### config.mk
export PLATFORM = sky130hd
export DESIGN_NAME = vga_rect_fill
export DESIGN_NICKNAME = d
export VERILOG_FILES = /design/src/rtl/vga_pkg.sv /design/src/rtl/xy_offset_counter.sv /design/src/rtl/vga_rect_fill.sv
export SDC_FILE = /design/constraint.sdc
export NUM_CORES = 1
export LEC_CHECK = 0
export ABC_AREA = 1
export CELL_PAD_IN_SITES_DETAIL_PLACEMENT = 0
export CELL_PAD_IN_SITES_GLOBAL_PLACEMENT = 1
export CORE_MARGIN = 2
export CORE_UTILIZATION = 41
export DETAILED_ROUTE_END_ITERATION = 10
export PLACE_DENSITY = 0.79
export SYNTH_ARGS = -nofsm -noshare
export SYNTH_HDL_FRONTEND = slang
export SYNTH_SLANG_ARGS = --single-unit
### constraint.sdc
create_clock -name CLOCK_50 -period 3.5 [get_ports CLOCK_50]
set_clock_uncertainty 0.15 [all_clocks]
set_input_delay 0.35 -clock CLOCK_50 [delete_from_list [all_inputs] [get_ports CLOCK_50]]
set_output_delay 0.35 -clock CLOCK_50 [all_outputs]
set_load 0.02 [all_outputs]
### src/rtl/vga_pkg.sv
// Shared definitions for the VGA pixel-generation blocks: default screen size,
// coordinate/colour widths and the fill controller state encoding.
package vga_pkg;

  localparam int XRES_DEF = 640;
  localparam int YRES_DEF = 480;

  localparam int X_W = 10;
  localparam int Y_W = 9;
  localparam int C_W = 3;

  typedef enum logic [1:0] {
    IDLE,
    DRAW,
    FINISH
  } fill_state_t;

  // A rectangle with either dimension zero produces no pixels at all.
  function automatic logic is_empty(input logic [X_W-1:0] w, input logic [Y_W-1:0] h);
    return (w == '0) || (h == '0);
  endfunction

endpackage

### src/rtl/xy_offset_counter.sv
// Nested column/row offset counter that walks a w x h rectangle in raster
// order; `last` flags the final pixel so the controller can stop on it.
module xy_offset_counter
  import vga_pkg::*;
(
  input  logic           clk,
  input  logic           rst,
  input  logic           load,
  input  logic           en,
  input  logic [X_W-1:0] w,
  input  logic [Y_W-1:0] h,
  output logic [X_W-1:0] dx,
  output logic [Y_W-1:0] dy,
  output logic           last
);

  localparam logic [X_W-1:0] X_ONE = X_W'(1);
  localparam logic [Y_W-1:0] Y_ONE = Y_W'(1);

  logic x_wrap;
  logic y_wrap;

  assign x_wrap = (dx == w - X_ONE);
  assign y_wrap = (dy == h - Y_ONE);
  assign last   = x_wrap && y_wrap;

  always_ff @(posedge clk or posedge rst) begin
    if (rst) begin
      dx <= '0;
      dy <= '0;
    end else if (load) begin
      dx <= '0;
      dy <= '0;
    end else if (en) begin
      if (x_wrap) begin
        dx <= '0;
        dy <= y_wrap ? '0 : dy + Y_ONE;
      end else begin
        dx <= dx + X_ONE;
      end
    end
  end

endmodule

### src/rtl/vga_rect_fill.sv
// Rectangle / full-screen fill engine feeding the VGA plot interface: one
// registered pixel per clock in raster order, off-screen pixels suppressed.
module vga_rect_fill
  import vga_pkg::*;
#(
  parameter int XRES = XRES_DEF,
  parameter int YRES = YRES_DEF
) (
  input  logic           CLOCK_50,
  input  logic           reset,
  input  logic           start,
  input  logic           clear,
  input  logic [X_W-1:0] x0,
  input  logic [Y_W-1:0] y0,
  input  logic [X_W-1:0] w,
  input  logic [Y_W-1:0] h,
  input  logic [C_W-1:0] color,
  output logic [X_W-1:0] VGA_X,
  output logic [Y_W-1:0] VGA_Y,
  output logic [C_W-1:0] VGA_COLOR,
  output logic           plot,
  output logic           busy,
  output logic           done
);

  // Sums are one bit wider than the coordinates so a rectangle hanging past
  // the far edge clips instead of wrapping back onto the screen.
  localparam logic [X_W:0]   X_LIM  = XRES[X_W:0];
  localparam logic [Y_W:0]   Y_LIM  = YRES[Y_W:0];
  localparam logic [X_W-1:0] X_FULL = XRES[X_W-1:0];
  localparam logic [Y_W-1:0] Y_FULL = YRES[Y_W-1:0];

  fill_state_t state;

  logic [X_W-1:0] x0_q;
  logic [Y_W-1:0] y0_q;
  logic [X_W-1:0] w_q;
  logic [Y_W-1:0] h_q;
  logic [C_W-1:0] color_q;

  logic [X_W-1:0] dx;
  logic [Y_W-1:0] dy;
  logic           last;
  logic           accept;
  logic [X_W:0]   x_sum;
  logic [Y_W:0]   y_sum;
  logic           on_screen;

  assign accept    = (state == IDLE) && (clear || (start && !is_empty(w, h)));
  assign x_sum     = {1'b0, x0_q} + {1'b0, dx};
  assign y_sum     = {1'b0, y0_q} + {1'b0, dy};
  assign on_screen = (x_sum < X_LIM) && (y_sum < Y_LIM);

  xy_offset_counter u_counter (
    .clk  (CLOCK_50),
    .rst  (reset),
    .load (accept),
    .en   (state == DRAW),
    .w    (w_q),
    .h    (h_q),
    .dx   (dx),
    .dy   (dy),
    .last (last)
  );

  // Outputs are registered one stage behind the state, so a request taken at
  // edge t shows its first pixel after edge t+1 and done one cycle past the last.
  always_ff @(posedge CLOCK_50 or posedge reset) begin
    if (reset) begin
      state     <= IDLE;
      x0_q      <= '0;
      y0_q      <= '0;
      w_q       <= '0;
      h_q       <= '0;
      color_q   <= '0;
      VGA_X     <= '0;
      VGA_Y     <= '0;
      VGA_COLOR <= '0;
      plot      <= 1'b0;
      busy      <= 1'b0;
      done      <= 1'b0;
    end else begin
      case (state)
        IDLE: begin
          plot <= 1'b0;
          busy <= 1'b0;
          done <= 1'b0;
          if (clear) begin
            x0_q    <= '0;
            y0_q    <= '0;
            w_q     <= X_FULL;
            h_q     <= Y_FULL;
            color_q <= color;
            state   <= DRAW;
          end else if (start) begin
            if (is_empty(w, h)) begin
              state <= FINISH;
            end else begin
              x0_q    <= x0;
              y0_q    <= y0;
              w_q     <= w;
              h_q     <= h;
              color_q <= color;
              state   <= DRAW;
            end
          end
        end

        DRAW: begin
          VGA_X     <= x_sum[X_W-1:0];
          VGA_Y     <= y_sum[Y_W-1:0];
          VGA_COLOR <= color_q;
          plot      <= on_screen;
          busy      <= 1'b1;
          done      <= 1'b0;
          if (last) begin
            state <= FINISH;
          end
        end

        FINISH: begin
          plot  <= 1'b0;
          busy  <= 1'b1;
          done  <= 1'b1;
          state <= IDLE;
        end

        default: begin
          plot  <= 1'b0;
          busy  <= 1'b0;
          done  <= 1'b0;
          state <= IDLE;
        end
      endcase
    end
  end

endmodule

== Word level (Yosys, flattened, before mapping) ==
Cells that the tools add are included.

* Div/mod/pow operators: 0
* Bitwise operators: 0
* Shift operators: 0
* Add/sub/neg operators: 6
* Reductions and logical operators: 17
* Multiply operators: 0
* Order comparisons: 2
* Mux-type cells: 30
* Equality and inequality tests: 7

{| class="wikitable"
|+ Operators by type and width
! operator !! number
|-
| 10-bit two-way mux || 9
|-
| 9-bit two-way mux || 10
|-
| 10-bit by 10-bit adder with 11-bit output || 1
|-
| 11-bit by 10-bit < comparator with 1-bit output, second input constant || 1
|-
| 10-bit by 1-bit adder with 10-bit output, second input constant || 1
|-
| 9-bit by 9-bit adder with 10-bit output || 1
|-
| 10-bit equality test || 1
|-
| 10-bit zero test || 1
|-
| 10-bit by 9-bit < comparator with 1-bit output, second input constant || 1
|-
| 10-bit by 1-bit subtractor with 10-bit output, second input constant || 1
|-
| 9-bit by 1-bit adder with 9-bit output, second input constant || 1
|-
| 9-bit equality test || 1
|-
| 9-bit zero test || 1
|-
| 3-bit two-way mux || 3
|-
| 9-bit by 1-bit subtractor with 9-bit output, second input constant || 1
|-
| 2-bit two-way mux || 4
|-
| 2-bit nonzero test || 3
|-
| 1-bit logical AND || 4
|-
| 2-bit != test, second input constant || 2
|-
| 2-bit case mux with 2 select lines || 1
|-
| 2-bit AND reduction || 2
|-
| 1-bit two-way mux || 3
|-
| 3-bit != test, second input constant || 1
|-
| 3-bit AND reduction || 1
|-
| other kinds (6) || 7
|}

* Flip-flop bits (word level): 87
* Latch bits: 0
* Bits of input ports: 45
* Memories: 0
* ROM bits: 0
* Logic and storage cells: 76
* Bits in writable memories: 0

== Depth between registers and ports, before layout ==
* Depth in word-level cells: 8
* Mapped depth: 15

== By module ==
Synthesis repeated with hierarchy kept, for this count alone.

* Cells, all modules: 842
* Area, all modules: 5886.9 µm²

{| class="wikitable"
|+ By module, submodules not included
! module !! instances !! sequential area each (µm²) !! cells an instance !! area an instance (µm²)
|-
| vga_rect_fill || 1 || 1701.6 || 519 || 3938.8
|-
| xy_offset_counter || 1 || 475.5 || 323 || 1948.1
|}

== Worst setup path before layout ==
No wires, ideal clock.

* Path type: register -> register
* Start: reg u_counter.dx[0]
* End: reg VGA_X[6]
* Required time: 3.232 ns
* Stages on the path, launching flop included: 12
* Setup time: 0.118 ns
* Slack: 1.484 ns
* Arrival time: 1.748 ns
* Clock period less this slack: 2.016 ns
* Path buffers: 0
* Path through: dfrtp_1 ha_1 fa_1 nand3_1 nand2_1 nand2_1 nand2_1 nand2_1 nand2_1 or2_2 nand3_1 nand2_1

* Cells in the longest elaborated chain, start to end: 1

{| class="wikitable"
|+ RTL lines
! element !! RTL line !! RTL
|-
| start: declaration || xy_offset_counter.sv:12 || <nowiki>output logic [X_W-1:0] dx,</nowiki>
|-
| start signal: assignment || xy_offset_counter.sv:39 || <nowiki>dx <= dx + X_ONE;</nowiki>
|-
| 10-bit by 10-bit adder with 11-bit output || vga_rect_fill.sv:50 || <nowiki>assign x_sum = {1'b0, x0_q} + {1'b0, dx};</nowiki>
|-
| end signal: assignment || vga_rect_fill.sv:110 || <nowiki>VGA_X <= x_sum[X_W-1:0];</nowiki>
|-
| end: declaration || vga_rect_fill.sv:18 || <nowiki>output logic [X_W-1:0] VGA_X,</nowiki>
|}

No other way between the ends.
A chain may end at the register's enable or synchronous reset.

== Worst setup path in the final report ==
* Start: reg state[0]
* End: reg color_q[2]

* Cells in the longest elaborated chain, start to end: 2

{| class="wikitable"
|+ RTL lines
! element !! RTL line !! RTL
|-
| start: declaration || vga_rect_fill.sv:33 || <nowiki>fill_state_t state;</nowiki>
|-
| start signal: assignment || vga_rect_fill.sv:70 || <nowiki>state <= IDLE;</nowiki>
|-
| start signal: assignment || vga_rect_fill.sv:94 || <nowiki>state <= DRAW;</nowiki>
|-
| start signal: assignment || vga_rect_fill.sv:97 || <nowiki>state <= FINISH;</nowiki>
|-
| 2-bit zero test || vga_rect_fill.sv:83 || <nowiki>case (state)</nowiki>
|-
| 3-bit AND reduction (no source line) || n/a ||
|-
| end signal: assignment || vga_rect_fill.sv:93 || <nowiki>color_q <= color;</nowiki>
|-
| end signal: assignment || vga_rect_fill.sv:103 || <nowiki>color_q <= color;</nowiki>
|-
| end: declaration || vga_rect_fill.sv:39 || <nowiki>logic [C_W-1:0] color_q;</nowiki>
|}

No other way between the ends.

==> key figures <==
Run status
  • Status: completed

Cells and area
  • Filler cells: 1233
  • ANT cells: 0
  • Register area: 2180 µm²
  • Final core utilization: 51.2%
  • Layout cells sized above 1: 5.63%
  • Area Growth Syn to Fin: 22.5%
  • Nets@finish: 850
  • Multi-input gate area: 2730 µm²

Global routing
  • Gr usage total: 19.8%
  • Vias in the first global route: 4511
  • GRT Residual Overflow: 0
  • Largest net degree at the start of global routing: 37
  • First-pass GRT wire length: 21.0 mm
  • Initial antenna violation count: 0

Synthesis
  • Ys async rst share: 100%
  • Top_reg_cell synth: dfrtp_1
  • Post-synth EDFFs: 0
  • Synth warnings: 0
  • Mapped Area: around 5300 µm²
  • Syn_area_per_cell: 7.42 µm²
  • Most common cell in the netlist: nand2_1
  • Mapped Cells: 708
  • FF+latch count, synth: 87
  • Post-synth top area share: between 40% and 50%
  • Post-synth cell types: 36
  • Largest area contributor in the netlist: dfrtp_1
  • Top cells by area, synth: dfrtp_1 41%, nand2_1 18%, ha_1 6.2%
  • Post-Syn Nets: ~780
  • Synth cell count leaders: 247 x nand2_1, 87 x dfrtp_1, 65 x inv_1
  • Sequential-to-total area share from yosys stat: 41.5%

Routing
  • DRC viols: 0
  • Metal3 WL: 505 µm
  • Vias per inst: 4.85
  • Final wirelength: 12.6 mm
  • Met2 routed wirelength: about 6.5 mm
  • Pre-antenna DRT Iters: 4
  • Via count: 4623
  • Starting DRT DRC Count: a little over 300
  • Met1 wire length: 5.46 mm
  • WL/cell: 13.3 µm
  • Top sig layer: met4
  • ANT nets after route: 0

Floorplan
  • Chip height: 117 µm
  • Initial Util: about two fifths
  • Die W: 117 µm
  • Io pins: 70
  • Area of the core: 12600 µm²
  • Die ar.: approximately 14000 µm²
  • Row count: 41

STA
  • Fin. max-slew vios: 0
  • Final period util: 70.6%
  • Setup TNS: 0 ns
  • Worst setup margin: 1.03 ns
  • Worst-Margin Slew: 0.901 ns
  • Hold WS: about 0.22 ns
  • Final Hold Fails: 0
  • Max-slew headroom: 39.9%
  • Unrepaired setup endpoints after global routing: no
  • Minimum clock period after layout: 2.47 ns
  • Finish-stage setup viols: 0
  • Fmax: 0.405 GHz

Power
  • Lkg Pwr: 3.23 nW
  • Pwr dens: 840 nW/µm²
  • Total power: 0.00540 W
  • VDD IR max: 0.000463 V

Hold path
  • Tightest Hold Check Type: primary input to async pin

Worst setup path
  • CP required: 3.64 ns
  • Crit start category: flop
  • Arrival time worst endpoint: 2.61 ns
  • Worst setup path class: flop to flop
  • Critical path capture point type: flop
  • Worst-path fanout max: 36

Clock tree
  • TritonCTS Buffers: 9
  • Post-CTS sizing: 0
  • Sink Count: a little under 90
  • Post-CTS setup buffer count: 0
  • Max Root-Sink Buffers: 2
  • Root buffer cell: clkbuf_16
  • H-tree depth: 3
  • Clk Latency, worst-skew pair: 0.35 ns
  • Clock transition at path regs: around 0.060 ns
  • Hold_buf cts: 0
  • CTS tree: built

Placed design
  • Port bufs: 69
  • Placer Congestion: 0.814
  • Dpl ws: 0.639 ns
  • HPWL Detailed: about 9.5 mm

Run
  • Maxcap violations: 0
[flip-flops by register name (all words and copies together), names as in the netlist]
name / count
u_counter.dy: 9
state: 2
u_counter.dx: 10
VGA_Y: 9
busy: 1
VGA_X: 10
x0_q: 10
plot: 1
done: 1
y0_q: 9
VGA_COLOR: 3
color_q: 3
w_q: 10
h_q: 9
[kinds of logic after synthesis]
| family | share of synthesized area (%) |
|---|---|
| simple gates | 31.5 |
| buf+inv | 6.48 |
| flops | 41.5 |
| xor+xnor | 4.67 |
| fa+ha+maj | 6.96 |
| compound gates | 8.98 |
[power by group]
group / internal, W / switching (W)
Sequential: 0.00141 / 0.000327
Combinational: 0.00101 / 0.00167
Clock: 0.000584 / 0.000397
Total: 0.00301 / 0.00240
[final timing paths]
| kind | start | to | slack [ns] | cells after the start |
|---|---|---|---|---|
| max in group asynchronous | reset | h_q[3] | 2.19 | 3 |
| min in group CLOCK_50 | VGA_X[1] | VGA_X[1] | 0.32 | 2 |
| worst min register to register | VGA_X[1] | VGA_X[1] | 0.32 | 2 |
| worst min-delay path | reset | VGA_X[9] | 0.22 | 2 |
| worst max register to register | state[0] | color_q[2] | 1.03 | 9 |
| worst max-delay path | state[0] | color_q[2] | 1.03 | 9 |
[cell usage in the layout (no fill, tap or decap), drive strengths merged]
| cell | instances |
|---|---|
| nor3b | 1 |
| clkinv | 4 |
| inv | 68 |
| a21boi | 1 |
| clkbuf | 11 |
| clkdlybuf4s50 | 69 |
| dfrtp | 87 |
| xnor2 | 7 |
| a21oi | 16 |
| fa | 2 |
| a211oi | 1 |
| nor3 | 6 |
| a31oi | 3 |
| nor2 | 55 |
| a2111oi | 1 |
| nand2 | 253 |
| or2 | 2 |
| ha | 26 |
| a21o | 1 |
| buf | 7 |
| bufinv | 1 |
| nand4 | 6 |
| nand3 | 64 |
| xor2 | 21 |
| o21ai | 67 |
| o22ai | 1 |
[layout make-up]
class	instances	area share (%)
flip-flops and latches	87	33.8
clock inverters	4	0.700
well taps	172	3.35
multi-input cells	534	42.5
clock buffers	11	3.93
repair buffers	76	11.6
inverters	69	4.12
[per-stage QoR]
| step | cells | area, µm² |
|---|---|---|
| finish | 953 | 6430 |
| global route | 953 | 6430 |
| global placement | 938 | 6130 |
| CTS | 953 | 6430 |
| detailed placement | 938 | 6130 |
| floorplan | 708 | 5250 |
[metal layers]
metal  track usage [%]  vias up
met5                 0        -
met3              5.10       16
li1                  -     2407
met2              34.5       64
met1              24.1     2136
met4              5.96        0
[worst max-delay path: stages (launching register included)]
cell,delay (ns)
dfrtp_1,0.40
inv_1,0.09
ha_1,0.17
inv_1,0.06
nor2_1,0.12
nand2_2,0.27
inv_1,0.76
buf_4,0.26
nand2_1,0.05
nand2_1,0.05
No activity file was read; power rests on OpenSTA's default activity.
